`src/rtl/pio_in_edge_irq.sv`:
```
// pio_in_edge_irq: Avalon-MM input port with 2-flop sync, W1C edge capture and masked level irq.
// Optional per-bit debounce filter is compiled in when PIO_IN_DEBOUNCE_EN is defined.
module pio_in_edge_irq #(
  parameter int unsigned WIDTH           = 2,
  parameter int unsigned EDGE_MODE       = 2,
  parameter int unsigned DEBOUNCE_CYCLES = 16
) (
  input  logic             clk,
  input  logic             reset_n,
  input  logic [1:0]       address,
  input  logic             chipselect,
  input  logic             write_n,
  input  logic [WIDTH-1:0] writedata,
  input  logic [WIDTH-1:0] in_port,
  output logic [WIDTH-1:0] readdata,
  output logic             irq
);

`ifdef PIO_IN_DEBOUNCE_EN
  localparam bit DB_EN = 1'b1;
`else
  localparam bit DB_EN = 1'b0;
`endif
  localparam int unsigned WARM   = DB_EN ? 3 + DEBOUNCE_CYCLES : 3;
  localparam int unsigned WARM_W = $clog2(WARM + 1);

  logic [WIDTH-1:0]  s1_q, s2_q, f, f_dly_q;
  logic [WIDTH-1:0]  edge_det, clr;
  logic [WIDTH-1:0]  cap_q, cap_d, mask_q, mask_d, readdata_q, readdata_d;
  logic [WARM_W-1:0] warm_q, warm_d;
  logic              wr, cap_en;

`ifdef PIO_IN_DEBOUNCE_EN
  localparam int unsigned CNT_W = $clog2(DEBOUNCE_CYCLES + 1);
  logic [WIDTH-1:0]            f_q, f_d;
  logic [WIDTH-1:0][CNT_W-1:0] cnt_q, cnt_d;

  // f follows s2 only after s2 has differed from f for DEBOUNCE_CYCLES consecutive edges
  always_comb begin
    f_d   = f_q;
    cnt_d = cnt_q;
    for (int unsigned i = 0; i < WIDTH; i++) begin
      if (s2_q[i] == f_q[i]) begin
        cnt_d[i] = '0;
      end else if (cnt_q[i] == CNT_W'(DEBOUNCE_CYCLES - 1)) begin
        f_d[i]   = s2_q[i];
        cnt_d[i] = '0;
      end else begin
        cnt_d[i] = cnt_q[i] + CNT_W'(1);
      end
    end
  end

  always_ff @(posedge clk or negedge reset_n) begin
    if (!reset_n) begin
      f_q   <= '0;
      cnt_q <= '0;
    end else begin
      f_q   <= f_d;
      cnt_q <= cnt_d;
    end
  end

  assign f = f_q;
`else
  assign f = s2_q;
`endif

  always_comb begin
    case (EDGE_MODE)
      0:       edge_det = f & ~f_dly_q;
      1:       edge_det = ~f & f_dly_q;
      default: edge_det = f ^ f_dly_q;
    endcase
  end

  assign wr     = chipselect && !write_n;
  assign cap_en = (warm_q == WARM_W'(WARM));
  assign warm_d = cap_en ? warm_q : warm_q + WARM_W'(1);
  assign clr    = (wr && address == 2'd3) ? writedata : '0;
  // set has priority over a same-cycle W1C clear
  assign cap_d  = (cap_q & ~clr) | (cap_en ? edge_det : '0);
  assign mask_d = (wr && address == 2'd2) ? writedata : mask_q;

  always_comb begin
    case (address)
      2'd0:    readdata_d = f;
      2'd2:    readdata_d = mask_q;
      2'd3:    readdata_d = cap_q;
      default: readdata_d = '0;
    endcase
  end

  always_ff @(posedge clk or negedge reset_n) begin
    if (!reset_n) begin
      s1_q       <= '0;
      s2_q       <= '0;
      f_dly_q    <= '0;
      cap_q      <= '0;
      mask_q     <= '0;
      readdata_q <= '0;
      warm_q     <= '0;
    end else begin
      s1_q       <= in_port;
      s2_q       <= s1_q;
      f_dly_q    <= f;
      cap_q      <= cap_d;
      mask_q     <= mask_d;
      readdata_q <= readdata_d;
      warm_q     <= warm_d;
    end
  end

  assign readdata = readdata_q;
  assign irq      = |(cap_q & mask_q);

endmodule

```
`config.mk`:
```
export PLATFORM = sky130hd
export DESIGN_NAME = pio_in_edge_irq
export DESIGN_NICKNAME = d
export VERILOG_FILES = /design/src/rtl/pio_in_edge_irq.sv
export SDC_FILE = /design/constraint.sdc
export NUM_CORES = 1
export LEC_CHECK = 0
export ABC_CLOCK_PERIOD_IN_PS = 1350
export CAP_MARGIN = 20
export CORE_UTILIZATION = 40
export DETAILED_ROUTE_END_ITERATION = 10
export GPL_ROUTABILITY_DRIVEN = 1
export PLACE_DENSITY = 0.73
export SLEW_MARGIN = 20
export SYNTH_ARGS = -nofsm -noshare
export SYNTH_HDL_FRONTEND = slang
export SYNTH_SLANG_ARGS = --single-unit
```
`constraint.sdc`:
```
create_clock -name clk -period 1.35 [get_ports clk]
set_input_delay 0.135 -clock clk [delete_from_list [all_inputs] [get_ports clk]]
set_output_delay 0.135 -clock clk [all_outputs]
set_load 0.02 [all_outputs]
```
# --- Yosys cells after proc, flatten, opt, wreduce, memory -nomap -nowiden ---
# Index checks and enable logic that the tools add are counted.
classes:
  n_addsub: 1
  n_mul: 0
  div_mod_pow: 0
  magnitude_cmp: 0
  n_eq_ne: 3
  shift: 0
  mux: 3
  bitwise_logic: 5
  reduce_logical: 6
op_table:
  columns: ["op", "count"]
  rows:
  - ["2-bit equality test, second input constant", 3]
  - ["2-bit case mux with 3 select lines", 1]
  - ["2-bit AND", 2]
  - ["2-bit 2-to-1 mux", 2]
  - ["1-bit logical AND", 3]
  - ["2-bit by 1-bit adder with 2-bit output, second input constant", 1]
  - ["2-bit zero test", 1]
  - ["2-bit NOT", 1]
  - ["2-bit OR", 1]
  - ["2-bit OR reduction", 1]
  - ["2-bit XOR", 1]
  - ["1-bit zero test", 1]
totals:
  ff_bits: 14
  latch_bits: 0
  ramBits: 0
  romBits: 0
  inputBits: 10
  output_inout_bits: 3
  wordCells: 25
  memories: 0

# --- Logic depth before layout (Yosys ltp) ---
# Gate-level depths: netlist (run 1).
logic_depth:
  word_depth: 7
  ltp_mapped: 3
  depth_no_buf: 3

# --- Least setup slack after synthesis (run 1) ---
# Ideal clock, no wire load.
synth_path:
  kind: "reg-to-reg"
  start: "register warm_q[0]"
  end: "register warm_q[1]"
  setup_ps: 125
  arrival_ps: 893
  t_required_ps: 1225
  setup_slack_ps: 333
  path_stages_with_launch: 3
  n_path_buf: 0
  synth_period_minus_slack_ps: 1017
  path_cell_list: "dfrtp_1 ha_1 mux2_2"
synth_between:
  elab_chain_len: 1
  elab_cells_between_ends: 2
  cone_classes: "add/sub: 1; eq/ne: 1"
synth_rtl:
  columns: ["item", "line_no", "rtl"]
  rows:
  - ["from (decl)", "30", "logic [WARM_W-1:0] warm_q, warm_d;"]
  - ["from (signal assigned)", "110", "warm_q <= warm_d;"]
  - ["2-bit by 1-bit adder with 2-bit output or 2-bit equality test (tied branches)", "79, 78", null]
# Several ways; a longest one is shown, not always the timed one.
# A chain may end at the register's enable or synchronous reset.

# --- Final worst setup path (run 1) ---
layout_path:
  start: "register mask_q[1]"
  end: "output port irq"
layout_between:
  elab_chain_len: 2
layout_rtl:
  columns: ["item", "line_no", "rtl"]
  rows:
  - ["from (decl)", "29", "logic [WIDTH-1:0] cap_q, cap_d, mask_q, mask_d, readdata_q, readdata_d;"]
  - ["from (signal assigned)", "108", "mask_q <= mask_d;"]
  - ["2-bit AND", "115", "assign irq = |(cap_q & mask_q);"]
  - ["2-bit OR reduction", "115", null]
  - ["to (decl)", "16", "output logic irq"]
# No other way between the ends.

==> results of run 1 <==
[sequential cells by signal (all words and copies together) (netlist names)]
register,cells
cap_q,2
f,2
f_dly_q,2
mask_q,2
readdata,2
s1_q,2
warm_q,2
[cells by family after synthesis]
group / after synthesis / share of synthesized area
flops: 14 / 0.6731
compound gates: 5 / 0.08413
mux: 5 / 0.1082
simple gates: 5 / 0.06010
xor+xnor: 3 / 0.05049
fa+ha+maj: 1 / 0.02403
[per-stage QoR]
stage / instances / instance area [um^2] / utilization
final: 66 / 716.9 / 0.6201
after global routing: 66 / 716.9 / 0.6201
after CTS: 66 / 716.9 / 0.6201
after detailed placement: 62 / 680.7 / 0.5887
after global placement: 62 / 680.7 / 0.5887
after floorplan: 33 / 520.5 / -
[layout by cell type (no fill, tap or decap), drive strengths merged]
master         synthesis  layout
dfrtp                 14      14
clkdlybuf4s50          0       9
a22o                   5       5
mux2                   5       5
clkbuf                 0       5
buf                    0       3
nand4                  2       2
xor2                   2       2
dlymetal6s2s           0       2
nor2b                  1       1
nor2                   1       1
and3b                  1       1
xnor2                  1       1
ha                     1       1
[power groups by stage]
stage	Sequential [W]	Combinational, W	Clock, W
3_5_place_dp	0.000476	0.000141	0
4_1_cts	0.000468	0.000137	0.000302
3_3_place_gp	0.000474	0.000136	0
2_1_floorplan	0.000480	0.0000524	0
5_1_grt	0.000471	0.000141	0.000317
6_report	0.000467	0.000131	0.000284
[worst paths after layout]
| kind | slack [ns] | endpoint | from |
|---|---|---|---|
| max in group asynchronous | 1.02 | readdata[1]$_DFF_PN0_ | reset_n |
| worst max-delay path | 0.16 | irq | mask_q[1]$_DFFE_PN0P_ |
| worst max register to register | 0.27 | warm_q[1]$_DFFE_PN0P_ | warm_q[0]$_DFFE_PN0P_ |
| worst min-delay path | 0.17 | f_dly_q[1]$_DFF_PN0_ | reset_n |
| min in group clk | 0.30 | s1_q[1]$_DFF_PN0_ | in_port[1] |
| worst min register to register | 0.36 | f[0]$_DFF_PN0_ | s1_q[0]$_DFF_PN0_ |
[worst max-delay path, stage by stage, from the launching register on]
cell	delay, ns
dfrtp_1	0.40
a22o_1	0.24
clkbuf_2	0.15
[area by class of cell]
class	instances	area, um^2
repair buffers	15	142.6
multi-input cells	19	170.2
fillers	92	439.2
flip-flops and latches	14	350.3
clock buffers	4	36.28
well taps	14	17.52
[routing by layer]
| metal | vias to the layer above | part of all wire | GRT usage |
|---|---|---|---|
| li1 | 157 | - | - |
| met1 | 152 | 0.42 | 0.1523 |
| met2 | 9 | 0.52 | 0.2542 |
| met3 | 2 | 0.053 | 0.03488 |
| met4 | 0 | 0.0071 | 0.1071 |
| met5 | - | 0 | 0 |
==> flow_summary.yaml, run 1 <==
run_status:
  outcome: "completed"
sta:
  maxSlewHeadroom: 0.8494
  hold_viol_final: 0
  whs_ns: 0.1685
  slew_viol_final: 0
  tns_ns: 0
  finalCritPeriodShare: 0.8832
  fmax_mhz: 838.7
  setup_violations: 0
  worstMarginPinSlew_ns: 0.2255
  fin_skew_ns: 0.001873
  worst_slack_ns: 0.1577
  post-route-min-period_ns: 1.192
  grt_setup_unrepaired: "false"
synth:
  synthFlopType: "dfrtp_1"
  syn_inst: 33
  ys_warn_count: 0
  ys_top_cells_by_area: "dfrtp_1 67%, a22o_1 8.4%, mux2_2 6.5%"
  synthTopCellsByCount: "14 x dfrtp_1, 5 x a22o_1, 3 x mux2_2"
  syn_area_um2: 520.5
  yosys.area.top_type: "dfrtp_1"
  async_flop_share: 1.000
  synth_top_cell_area_share: 0.6731
  synth_edf_count: 0
  synth_cell_types: 11
  synth_most_common_cell: "dfrtp_1"
  syn_nets: 44
  ys_seq_area_frac: 0.6731
  postSynthAreaPerCell_um2: 15.77
  ys_seq_elements: 14
setup_path:
  required_ns: 1.22
  critical_path_class: "flip-flop to primary output"
  reg2reg_depth: 2
  start_kind: "flip-flop"
  crit_fanout: 3
  worst_setup_path_end_kind: "primary output"
  worstPathArrival_ns: 1.06
detailed_routing:
  drt_wl_total_um: 843
  drt_iter0_markers: 4
  drc_errors: 0
  wl_per_cell_um: 12.77
  vias_per_cell: 4.848
  drt_pre_antenna_iters: 2
  via_count: 320
  antenna_left: 0
layout:
  drive_gt1_frac: 0.2115
  nNetsFinal: 64
  syn_to_final_growth_pct: 37.74
  antenna_cells: 0
cts:
  path_clk_slew_ns: 0.08
  cts.sinks: 14
  cts_root_buf: "clkbuf_4"
  cts_buffer_depth: 2
  cts-buffers-inserted: 3
  cts-resized-gates: 2
  clk_latency_ns: 0.27
  postCtsSetupRepairBufs: 0
  cts_hold_buf: 0
  tritoncts: "done"
  cts_max_level: 1
pwr:
  ir_drop_v: 0.0008492
  p_seq_frac: 0.529
  p_sw_w: 0.0001943
  finalPower_w: 0.0008820
  intPower_w: 0.0006877
  power_leakage_nw: 0.3222
  power_density_nw_per_um2: 1230
  p_clk_frac: 0.322
  p_sw_frac: 0.2203
  comb_power_share: 0.149
floorplanning:
  fp.dieW_um: 38.07
  pin_count: 13
  initial_core_util: 0.4502
  die_height_um: 38.07
  dieArea_um2: 1449
  core_area_um2: 1156
  rows: 12
min_path:
  hp-class: "input pin to async pin"
placement:
  gp_congestion: 0.7068
  place.detailed.hpwl_um: 663.3
  port_buffers: 12
  dpl_worst_slack_ns: -0.09769
flow_run:
  cap_violations: 0
grt:
  grt_max_degree: 15
  track_usage: 0.1470
  grt-ovfl-total: 0
  antenna_found_initial: 0
  grt_pass1_vias: 340
  grt_pass1_wl_um: 1359
Power figures use the tool's default switching activity.
==> run 2, diff against run 1 <==
--- a/config.mk
+++ b/config.mk
@@ -11,6 +11,7 @@
 export DETAILED_ROUTE_END_ITERATION = 10
 export GPL_ROUTABILITY_DRIVEN = 1
 export PLACE_DENSITY = 0.73
+export RECOVER_POWER = 100
 export SLEW_MARGIN = 20
 export SYNTH_ARGS = -nofsm -noshare
 export SYNTH_HDL_FRONTEND = slang
==> run 2 against run 1 <==
Sequential share of layout area grew 1.6 points. Wire length grew 0.24%. Count of clock-buffer cells in the layout is the same. Setup slack lost 0.056 ns. Via count is the same. Critical path depth grew 1. Die area is the same. Hold slack gained 0.19 ns. Sequential power is essentially flat. Final cell count is the same. Total power shrank 1.5%. Largest power group unchanged.
==> flow_summary.yaml, run 2 (synthesis gave the netlist of run 1 again) <==
run_status:
  outcome: "completed"
setup_path:
  cpMaxStageDelayCell: "dlygate4sd3_1"
  start_kind: "input pin"
  critPathTopFamily: "buffers and inverters"
  worstPathArrival_ns: 1.40
  worst_setup_path_end_kind: "flip-flop"
  required_ns: 1.50
  path_buf_inv: 1
  cpPeakStageDelay_ns: 0.62
  path_cells: "dlygate4sd3_1 > and3b_1 > mux2_1"
  critical_path_class: "input pin to flip-flop"
  crit_fanout: 6
cts:
  postCtsSetupRepairBufs: 0
  cts_buffer_depth: 2
  cts.sinks: 14
  tritoncts: "done"
  path_clk_slew_ns: 0.08
  cts_max_level: 1
  clk_latency_ns: 0.27
  cts_root_buf: "clkbuf_4"
  cts_hold_buf: 0
  cts-resized-gates: 2
  cts-buffers-inserted: 3
pwr:
  finalPower_w: 0.0008690
  power_leakage_nw: 0.2896
  ir_drop_v: 0.0008359
  power_density_nw_per_um2: 1251
layout:
  syn_to_final_growth_pct: 33.41
  drive_gt1_frac: 0.1731
  antenna_cells: 0
  final_cell_mix: "14 x dfrtp_1, 5 x a22o_1, 5 x dlygate4sd3_1"
  final_common_cell: "dfrtp_1"
  nNetsFinal: 64
sta:
  setup_violations: 0
  maxSlewHeadroom: 0.5270
  fmax_mhz: 800.8
  grt_setup_unrepaired: "false"
  whs_ns: 0.3561
  post-route-min-period_ns: 1.249
  finalCritPeriodShare: 0.9250
  slew_viol_final: 0
  fin_skew_ns: 0.001812
  worstMarginPinSlew_ns: 0.7096
  worst_slack_ns: 0.1013
  hold_viol_final: 0
placement:
  dpl_worst_slack_ns: -0.09769
  port_buffers: 12
  place.detailed.hpwl_um: 663.3
  gp_congestion: 0.7068
min_path:
  hp-class: "flip-flop to flip-flop"
floorplanning:
  dieArea_um2: 1449
  rows: 12
  die_height_um: 38.07
  initial_core_util: 0.4502
  fp.dieW_um: 38.07
  pin_count: 13
  core_area_um2: 1156
flow_run:
  cap_violations: 0
detailed_routing:
  antenna_left: 0
  drt_iter0_markers: 4
  drt_wl_total_um: 845
  drt_pre_antenna_iters: 2
  wl_per_cell_um: 12.80
  drc_errors: 0
  via_count: 320
  vias_per_cell: 4.848
grt:
  track_usage: 0.1470
  antenna_found_initial: 0
  grt_pass1_wl_um: 1359
  grt_max_degree: 15
  grt-ovfl-total: 0
  grt_pass1_vias: 340
run 2: final timing paths:
path | end | depth (start not counted) | from | slack, ns
min reg2reg | f[0]$_DFF_PN0_ | 0 | s1_q[0]$_DFF_PN0_ | 0.36
max reg2reg | warm_q[1]$_DFFE_PN0P_ | 2 | warm_q[0]$_DFFE_PN0P_ | 0.27
min in group asynchronous | f_dly_q[1]$_DFF_PN0_ | 2 | reset_n | 0.42
max | mask_q[1]$_DFFE_PN0P_ | 3 | address[0] | 0.10
min | f[0]$_DFF_PN0_ | 0 | s1_q[0]$_DFF_PN0_ | 0.36
max in group asynchronous | readdata[1]$_DFF_PN0_ | 2 | reset_n | 0.48
run 2: power by group:
group | switching, W | internal, W
clock | 0.000121 | 0.000164
sequential | 0.0000176 | 0.000450
combinational | 0.0000566 | 0.0000609
total | 0.000195 | 0.000674
run 2: layout make-up:
type / instances / area, um^2
fill: 94 / 461.7
sequential: 14 / 350.3
multi-input combinational: 19 / 170.2
timing repair buffer: 15 / 120.1
clock buffer: 4 / 36.28
tap: 14 / 17.52
run 2: metal layers:
metal  routed length, um  share of wire  vias up  GRT usage
met2                 436           0.52        9     0.2542
met3                  49          0.058        2    0.03488
met1                 353           0.42      152     0.1523
met5                   0              0        -          0
li1                    -              -      157          -
met4                   6         0.0071        0     0.1071
run 2: through the flow:
step | area [um^2] | setup TNS (ns) | utilization | std cells
global placement | 680.7 | -0.1089 | 0.5887 | 62
CTS | 716.9 | 0 | 0.6201 | 66
floorplan | 520.5 | 0 | - | 33
finish | 694.4 | 0 | 0.6006 | 66
global route | 694.4 | 0 | 0.6006 | 66
detailed placement | 680.7 | -0.2496 | 0.5887 | 62
==> run 3, diff against run 2 <==
--- a/config.mk
+++ b/config.mk
@@ -11,7 +11,6 @@
 export DETAILED_ROUTE_END_ITERATION = 10
 export GPL_ROUTABILITY_DRIVEN = 1
 export PLACE_DENSITY = 0.73
-export RECOVER_POWER = 100
 export SLEW_MARGIN = 20
 export SYNTH_ARGS = -nofsm -noshare
 export SYNTH_HDL_FRONTEND = slang
==> results of run 3 <==
The final DEF is identical to that of run 1; final timing and power are the same.
